## src/rtl/hazard_ctrl.sv

```systemverilog
// Pipeline sequencing controller: stall/flush/forwarding decisions and a MEM_WAIT timeout FSM.
// Optional HAZARD_PERF_EN adds stall_cycles/flush_count performance counters.
module hazard_ctrl #(
    parameter int AW          = 5,
    parameter int MEM_TIMEOUT = 16
) (
    input  logic          clk,
    input  logic          rst_n,
    input  logic [AW-1:0] ID_rs,
    input  logic [AW-1:0] ID_rt,
    input  logic [AW-1:0] EX_rs,
    input  logic [AW-1:0] EX_rt,
    input  logic          EX_MemRead,
    input  logic [AW-1:0] EX_wrAddr,
    input  logic          EX_branch_taken,
    input  logic          MEM_RegWrite,
    input  logic [AW-1:0] MEM_wrAddr,
    input  logic          MEM_MemRead,
    input  logic          MEM_MemWrite,
    input  logic          mem_ready,
    input  logic          WB_RegWrite,
    input  logic [AW-1:0] WB_wrAddr,
    output logic          PC_en,
    output logic          IF_ID_en,
    output logic          EX_MEM_en,
    output logic          IF_ID_clr,
    output logic          ID_EX_clr,
    output logic          MEM_WB_clr,
    output logic [1:0]    fwdA,
    output logic [1:0]    fwdB,
    output logic          mem_err
`ifdef HAZARD_PERF_EN
    ,
    output logic [31:0]   stall_cycles,
    output logic [31:0]   flush_count
`endif
);

    typedef enum logic {
        RUN      = 1'b0,
        MEM_WAIT = 1'b1
    } state_t;

    localparam logic [7:0] TIMEOUT_C = 8'(MEM_TIMEOUT);

    state_t     state_q;
    logic [7:0] wait_cnt_q;
    logic       mem_err_q;

    logic mem_req;
    logic mem_stall;
    logic load_use;

    assign mem_req   = MEM_MemRead | MEM_MemWrite;
    assign mem_stall = mem_req & ~mem_ready;
    assign load_use  = EX_MemRead && (EX_wrAddr != '0) &&
                       ((EX_wrAddr == ID_rs) || (EX_wrAddr == ID_rt));

    always_ff @(posedge clk) begin
        if (!rst_n) begin
            state_q    <= RUN;
            wait_cnt_q <= 8'd0;
            mem_err_q  <= 1'b0;
        end else begin
            case (state_q)
                RUN: begin
                    if (mem_stall) begin
                        state_q    <= MEM_WAIT;
                        wait_cnt_q <= 8'd1;
                    end
                end
                MEM_WAIT: begin
                    if (mem_ready) begin
                        state_q    <= RUN;
                        wait_cnt_q <= 8'd0;
                    end else if (wait_cnt_q == TIMEOUT_C) begin
                        // Counter parks at the limit; error stays latched until reset.
                        mem_err_q <= 1'b1;
                    end else begin
                        wait_cnt_q <= wait_cnt_q + 8'd1;
                    end
                end
                default: begin
                    state_q    <= RUN;
                    wait_cnt_q <= 8'd0;
                end
            endcase
        end
    end

    assign mem_err = mem_err_q;

    always_comb begin
        PC_en      = 1'b1;
        IF_ID_en   = 1'b1;
        EX_MEM_en  = 1'b1;
        IF_ID_clr  = 1'b0;
        ID_EX_clr  = 1'b0;
        MEM_WB_clr = 1'b0;
        if (!rst_n) begin
            PC_en      = 1'b0;
            IF_ID_en   = 1'b0;
            EX_MEM_en  = 1'b0;
            IF_ID_clr  = 1'b1;
            ID_EX_clr  = 1'b1;
            MEM_WB_clr = 1'b1;
        end else if (mem_stall) begin
            // Freeze everything up to MEM; branch/load-use re-evaluated once released.
            PC_en      = 1'b0;
            IF_ID_en   = 1'b0;
            EX_MEM_en  = 1'b0;
            MEM_WB_clr = 1'b1;
        end else if (EX_branch_taken) begin
            IF_ID_clr = 1'b1;
            ID_EX_clr = 1'b1;
        end else if (load_use) begin
            PC_en     = 1'b0;
            IF_ID_en  = 1'b0;
            ID_EX_clr = 1'b1;
        end
    end

    always_comb begin
        fwdA = 2'b00;
        fwdB = 2'b00;
        if (rst_n) begin
            if (MEM_RegWrite && (MEM_wrAddr != '0) && (MEM_wrAddr == EX_rs))
                fwdA = 2'b10;
            else if (WB_RegWrite && (WB_wrAddr != '0) && (WB_wrAddr == EX_rs))
                fwdA = 2'b01;
            if (MEM_RegWrite && (MEM_wrAddr != '0) && (MEM_wrAddr == EX_rt))
                fwdB = 2'b10;
            else if (WB_RegWrite && (WB_wrAddr != '0) && (WB_wrAddr == EX_rt))
                fwdB = 2'b01;
        end
    end

`ifdef HAZARD_PERF_EN
    logic [31:0] stall_cycles_q;
    logic [31:0] flush_count_q;

    always_ff @(posedge clk) begin
        if (!rst_n) begin
            stall_cycles_q <= 32'd0;
            flush_count_q  <= 32'd0;
        end else begin
            if (!PC_en)
                stall_cycles_q <= stall_cycles_q + 32'd1;
            if (EX_branch_taken && !mem_stall)
                flush_count_q <= flush_count_q + 32'd1;
        end
    end

    assign stall_cycles = stall_cycles_q;
    assign flush_count  = flush_count_q;
`endif

endmodule
```

## config.mk

```make
export PLATFORM = sky130hd
export DESIGN_NAME = hazard_ctrl
export DESIGN_NICKNAME = d
export VERILOG_FILES = /design/src/rtl/hazard_ctrl.sv
export SDC_FILE = /design/constraint.sdc
export NUM_CORES = 1
export LEC_CHECK = 0
export ABC_AREA = 1
export BUFFER_PORTS_ARGS = -buffer_cell sky130_fd_sc_hd__buf_2
export CAP_MARGIN = 20
export CELL_PAD_IN_SITES_DETAIL_PLACEMENT = 1
export CELL_PAD_IN_SITES_GLOBAL_PLACEMENT = 2
export CORE_MARGIN = 2
export CORE_UTILIZATION = 22
export DETAILED_ROUTE_END_ITERATION = 7
export GPL_TIMING_DRIVEN = 0
export MAX_ROUTING_LAYER = met4
export PLACE_DENSITY_LB_ADDON = 0.1
export RECOVER_POWER = 100
export SYNTH_ARGS = -nofsm -noshare
export SYNTH_HDL_FRONTEND = slang
export SYNTH_SLANG_ARGS = --single-unit
export TNS_END_PERCENT = 100
```

## constraint.sdc

```tcl
create_clock -name clk -period 1.85 [get_ports clk]
set_clock_uncertainty 0.2 [all_clocks]
set_input_delay 0 -clock clk [delete_from_list [all_inputs] [get_ports clk]]
set_output_delay 0 -clock clk [all_outputs]
set_load 0.02 [all_outputs]
```

==> flow_metrics.py <==
metrics = {
    "status": {
        "status": "finished, final reports clean",
    },
    "setup_path": {
        "r2r_cells": 9,
        "r2r_slack_ps": 140,
        "crit_arrival_ps": 1630,
        "start_kind": "flip-flop",
        "critPathMaxFanout": 10,
        "cp.required_ps": 1770,
        "worstSetupPathType": "reg -> reg",
        "r2r_start": "wait_cnt_q[0]",
        "cp-end-kind": "flip-flop",
        "timing.rr.end": "wait_cnt_q[3]",
    },
    "logic_synthesis": {
        "synthMuxAreaShare_pct": 0,
        "synth_top_family_by_area": "simple AND/OR/NAND/NOR gates",
        "yosys.area_share.simple_pct": 38.55,
        "avgSynthCellArea_sq_um": 5.868,
        "synth_seq_cells": 10,
        "syn_inst": 203,
        "synth.area.top_cells": "dfxtp_1 (17%), nand2_1 (14%), inv_1 (12%)",
        "syn_area_sq_mm": 0.001191,
        "synth_fa_ha_area_share_pct": 2.101,
        "ys_seq_area_share_pct": 16.81,
        "synth_top_area_share_pct": 16.81,
        "synthDistinctLibCells": 28,
        "yosysTopAreaCell": "dfxtp_1",
        "synth_compound_area_share_pct": 13.66,
        "synth-xor-area-share_pct": 13.97,
        "yosys_warnings": 0,
        "syn-num-nets": 249,
    },
    "timing": {
        "finalCritPeriodShare_pct": 92.47,
        "final.min_clock_period_ps": 1711,
        "slew_headroom_pct": 81.18,
        "hold_ws_ps": 92.03,
        "drv_slew": 0,
        "hold_viol": 0,
        "setup_violations": 0,
        "tightest_slew_ps": 282.4,
        "rsz0062_at_grt": "false",
        "max_freq_mhz": 584.6,
        "fin_ws_ps": 139.4,
        "tns_ps": 0,
    },
    "detailed_routing": {
        "drt_iter0_drc": 39,
        "routed_wirelength_mm": 3.736,
        "routedWlPerCell_microns": 11.19,
        "drt-vias-per-instance": 4.210,
        "drc": 0,
        "ant_nets": 0,
        "vias": 1406,
        "firstDrtPassIters": 4,
    },
    "cells_and_area": {
        "areaGrowthSynthToFinish_pct": 35.40,
        "n_antenna_cell": 0,
        "drive_gt1_share_pct": 25.00,
        "final_common_cell": "buf_2",
        "mostFrequentLayoutCells": "buf_2 (47), nand2_1 (45), inv_1 (39)",
        "fin_nets": 312,
    },
    "global_routing": {
        "grt_pass1_wl_mm": 6.065,
        "grtUsageTotal_pct": 12.54,
        "grt_start_max_net_pins": 11,
        "antenna_found_initial": 0,
        "grt.overflow.total": 0,
        "grt_pass1_vias": 1380,
    },
    "placed_design": {
        "dp_slack_ps": 159.6,
        "routabilityCongestion": 0.7624,
        "hpwl_mm": 3.266,
        "io_buffers": 54,
    },
    "floorplanning": {
        "die_w_microns": 77.58,
        "die_y_microns": 77.58,
        "die_area_sq_mm": 0.006019,
        "num_io_pins": 55,
        "row_count": 26,
        "start_util_pct": 23.03,
        "fp.coreArea_sq_mm": 0.005172,
    },
    "job": {
        "maxCapViolations": 0,
    },
    "clocking": {
        "ctsResizeCount": 0,
        "cts.path.max_buffers": 2,
        "insertion_delay_ps": 240,
        "cts.sinks": 10,
        "path_clk_slew_ps": 50,
        "htree_levels": 1,
        "cts_setup_buffers": 0,
        "cts_tree": "yes",
        "root_buffer": "clkbuf_8",
        "numCtsBuffers": 3,
    },
    "power_and_ir_drop": {
        "leakage_nw": 0.8448,
        "p_per_area_mw_per_mm2": 439.4,
        "ir_worst_vdd_uv": 168.0,
    },
    "min_path": {
        "hp-start": "MEM_MemWrite",
        "hold_path_class": "in -> reg",
        "worstHoldEndpoint": "wait_cnt_q[2]",
        "min_path_cells": 6,
    },
}
## routing by layer
| metal | vias to the layer above | part of all wire [%] | GRT usage, % |
|---|---|---|---|
| met5 | - | 0 | - |
| met4 | 0 | 0 | 2.679 |
| met3 | 0 | 3.8 | 1.512 |
| met2 | 34 | 47 | 19.66 |
| met1 | 624 | 49 | 17.30 |
| li1 | 748 | - | - |
## final cells by class
| class | count | area [sq um] |
|---|---|---|
| multi-input cells | 149 | 804.5 |
| repair buffers | 58 | 301.5 |
| fillers | 708 | 3560 |
| inverters | 41 | 153.9 |
| clock buffers | 3 | 41.29 |
| well taps | 70 | 87.58 |
| flip-flops and latches | 10 | 200.2 |
| plain buffers | 3 | 23.77 |
## cells in the mapped netlist
cell type	instances
inv_1	39
o21bai_1	3
nor2_4	1
nor2_1	28
nand4_1	7
nor2_2	1
o21ai_0	5
buf_2	1
o21ai_4	1
xnor2_1	10
nand3_1	11
nor3_1	3
xor2_1	9
nand3b_1	1
nand4_2	1
a21o_1	1
or2_2	1
buf_6	1
o21ai_1	3
dfxtp_1	10
o22ai_1	1
nand2_1	44
buf_4	1
nand2_2	5
a21oi_2	4
inv_2	2
a21oi_1	7
ha_1	2
## worst max-delay path, stage by stage (launching register included)
cell and delay [ps]:
dfxtp_1 390, inv_1 130, ha_1 210, nand2_1 60, nor2_1 40, nand4_2 80
nand2_1 80, buf_6 150, nor3_1 150, nor2_1 70
## timing repair
item	CTS	global route
hold endpoints to repair	5	0
hold buffers	4	0
endpoints found under the setup margin	0	0
## where the power goes
group	switching (mW)	internal, mW	total [mW]
Sequential	0.00788	0.222	0.229
Combinational	0.143	0.107	0.250
Clock	0.0866	0.143	0.229
Total	0.237	0.471	0.709
## cell families (layout without fill, tap and decap cells)
group                    after synthesis  in the layout
AND/OR/NAND/NOR                      103            103
XOR/XNOR                              19             19
buffers and inverters                 44            105
flip-flops                            10             10
AO/OA/AOI/OAI                         25             25
adder cells (fa/ha/maj)                2              2
## flip-flops by register name, summed over array words and instances (netlist names)
| signal | cells |
|---|---|
| mem_err | 1 |
| wait_cnt_q | 8 |
| state_q | 1 |
## through the flow
step,power (mW),area (sq um),instances,util [%]
2_1_floorplan,0.3705,1191,203,-
3_3_place_gp,0.4831,1549,327,29.95
3_5_place_dp,0.4836,1549,327,29.95
4_1_cts,0.7216,1630,334,31.52
5_1_grt,0.7581,1613,334,31.18
6_report,0.7087,1613,334,31.18
## worst max-delay path by stage
| stage | cells after the start | startpoint | slack, ps | to |
|---|---|---|---|---|
| after floorplan | 9 | wait_cnt_q[0] | 390 | wait_cnt_q[2] |
| after global placement | 9 | wait_cnt_q[0] | 190 | wait_cnt_q[2] |
| after detailed placement | 9 | wait_cnt_q[0] | 160 | wait_cnt_q[3] |
| after CTS | 9 | wait_cnt_q[0] | 140 | wait_cnt_q[3] |
| after global routing | 10 | mem_ready | 6 | PC_en |
| final | 9 | wait_cnt_q[0] | 140 | wait_cnt_q[3] |
No activity file was read; power rests on OpenSTA's default activity.
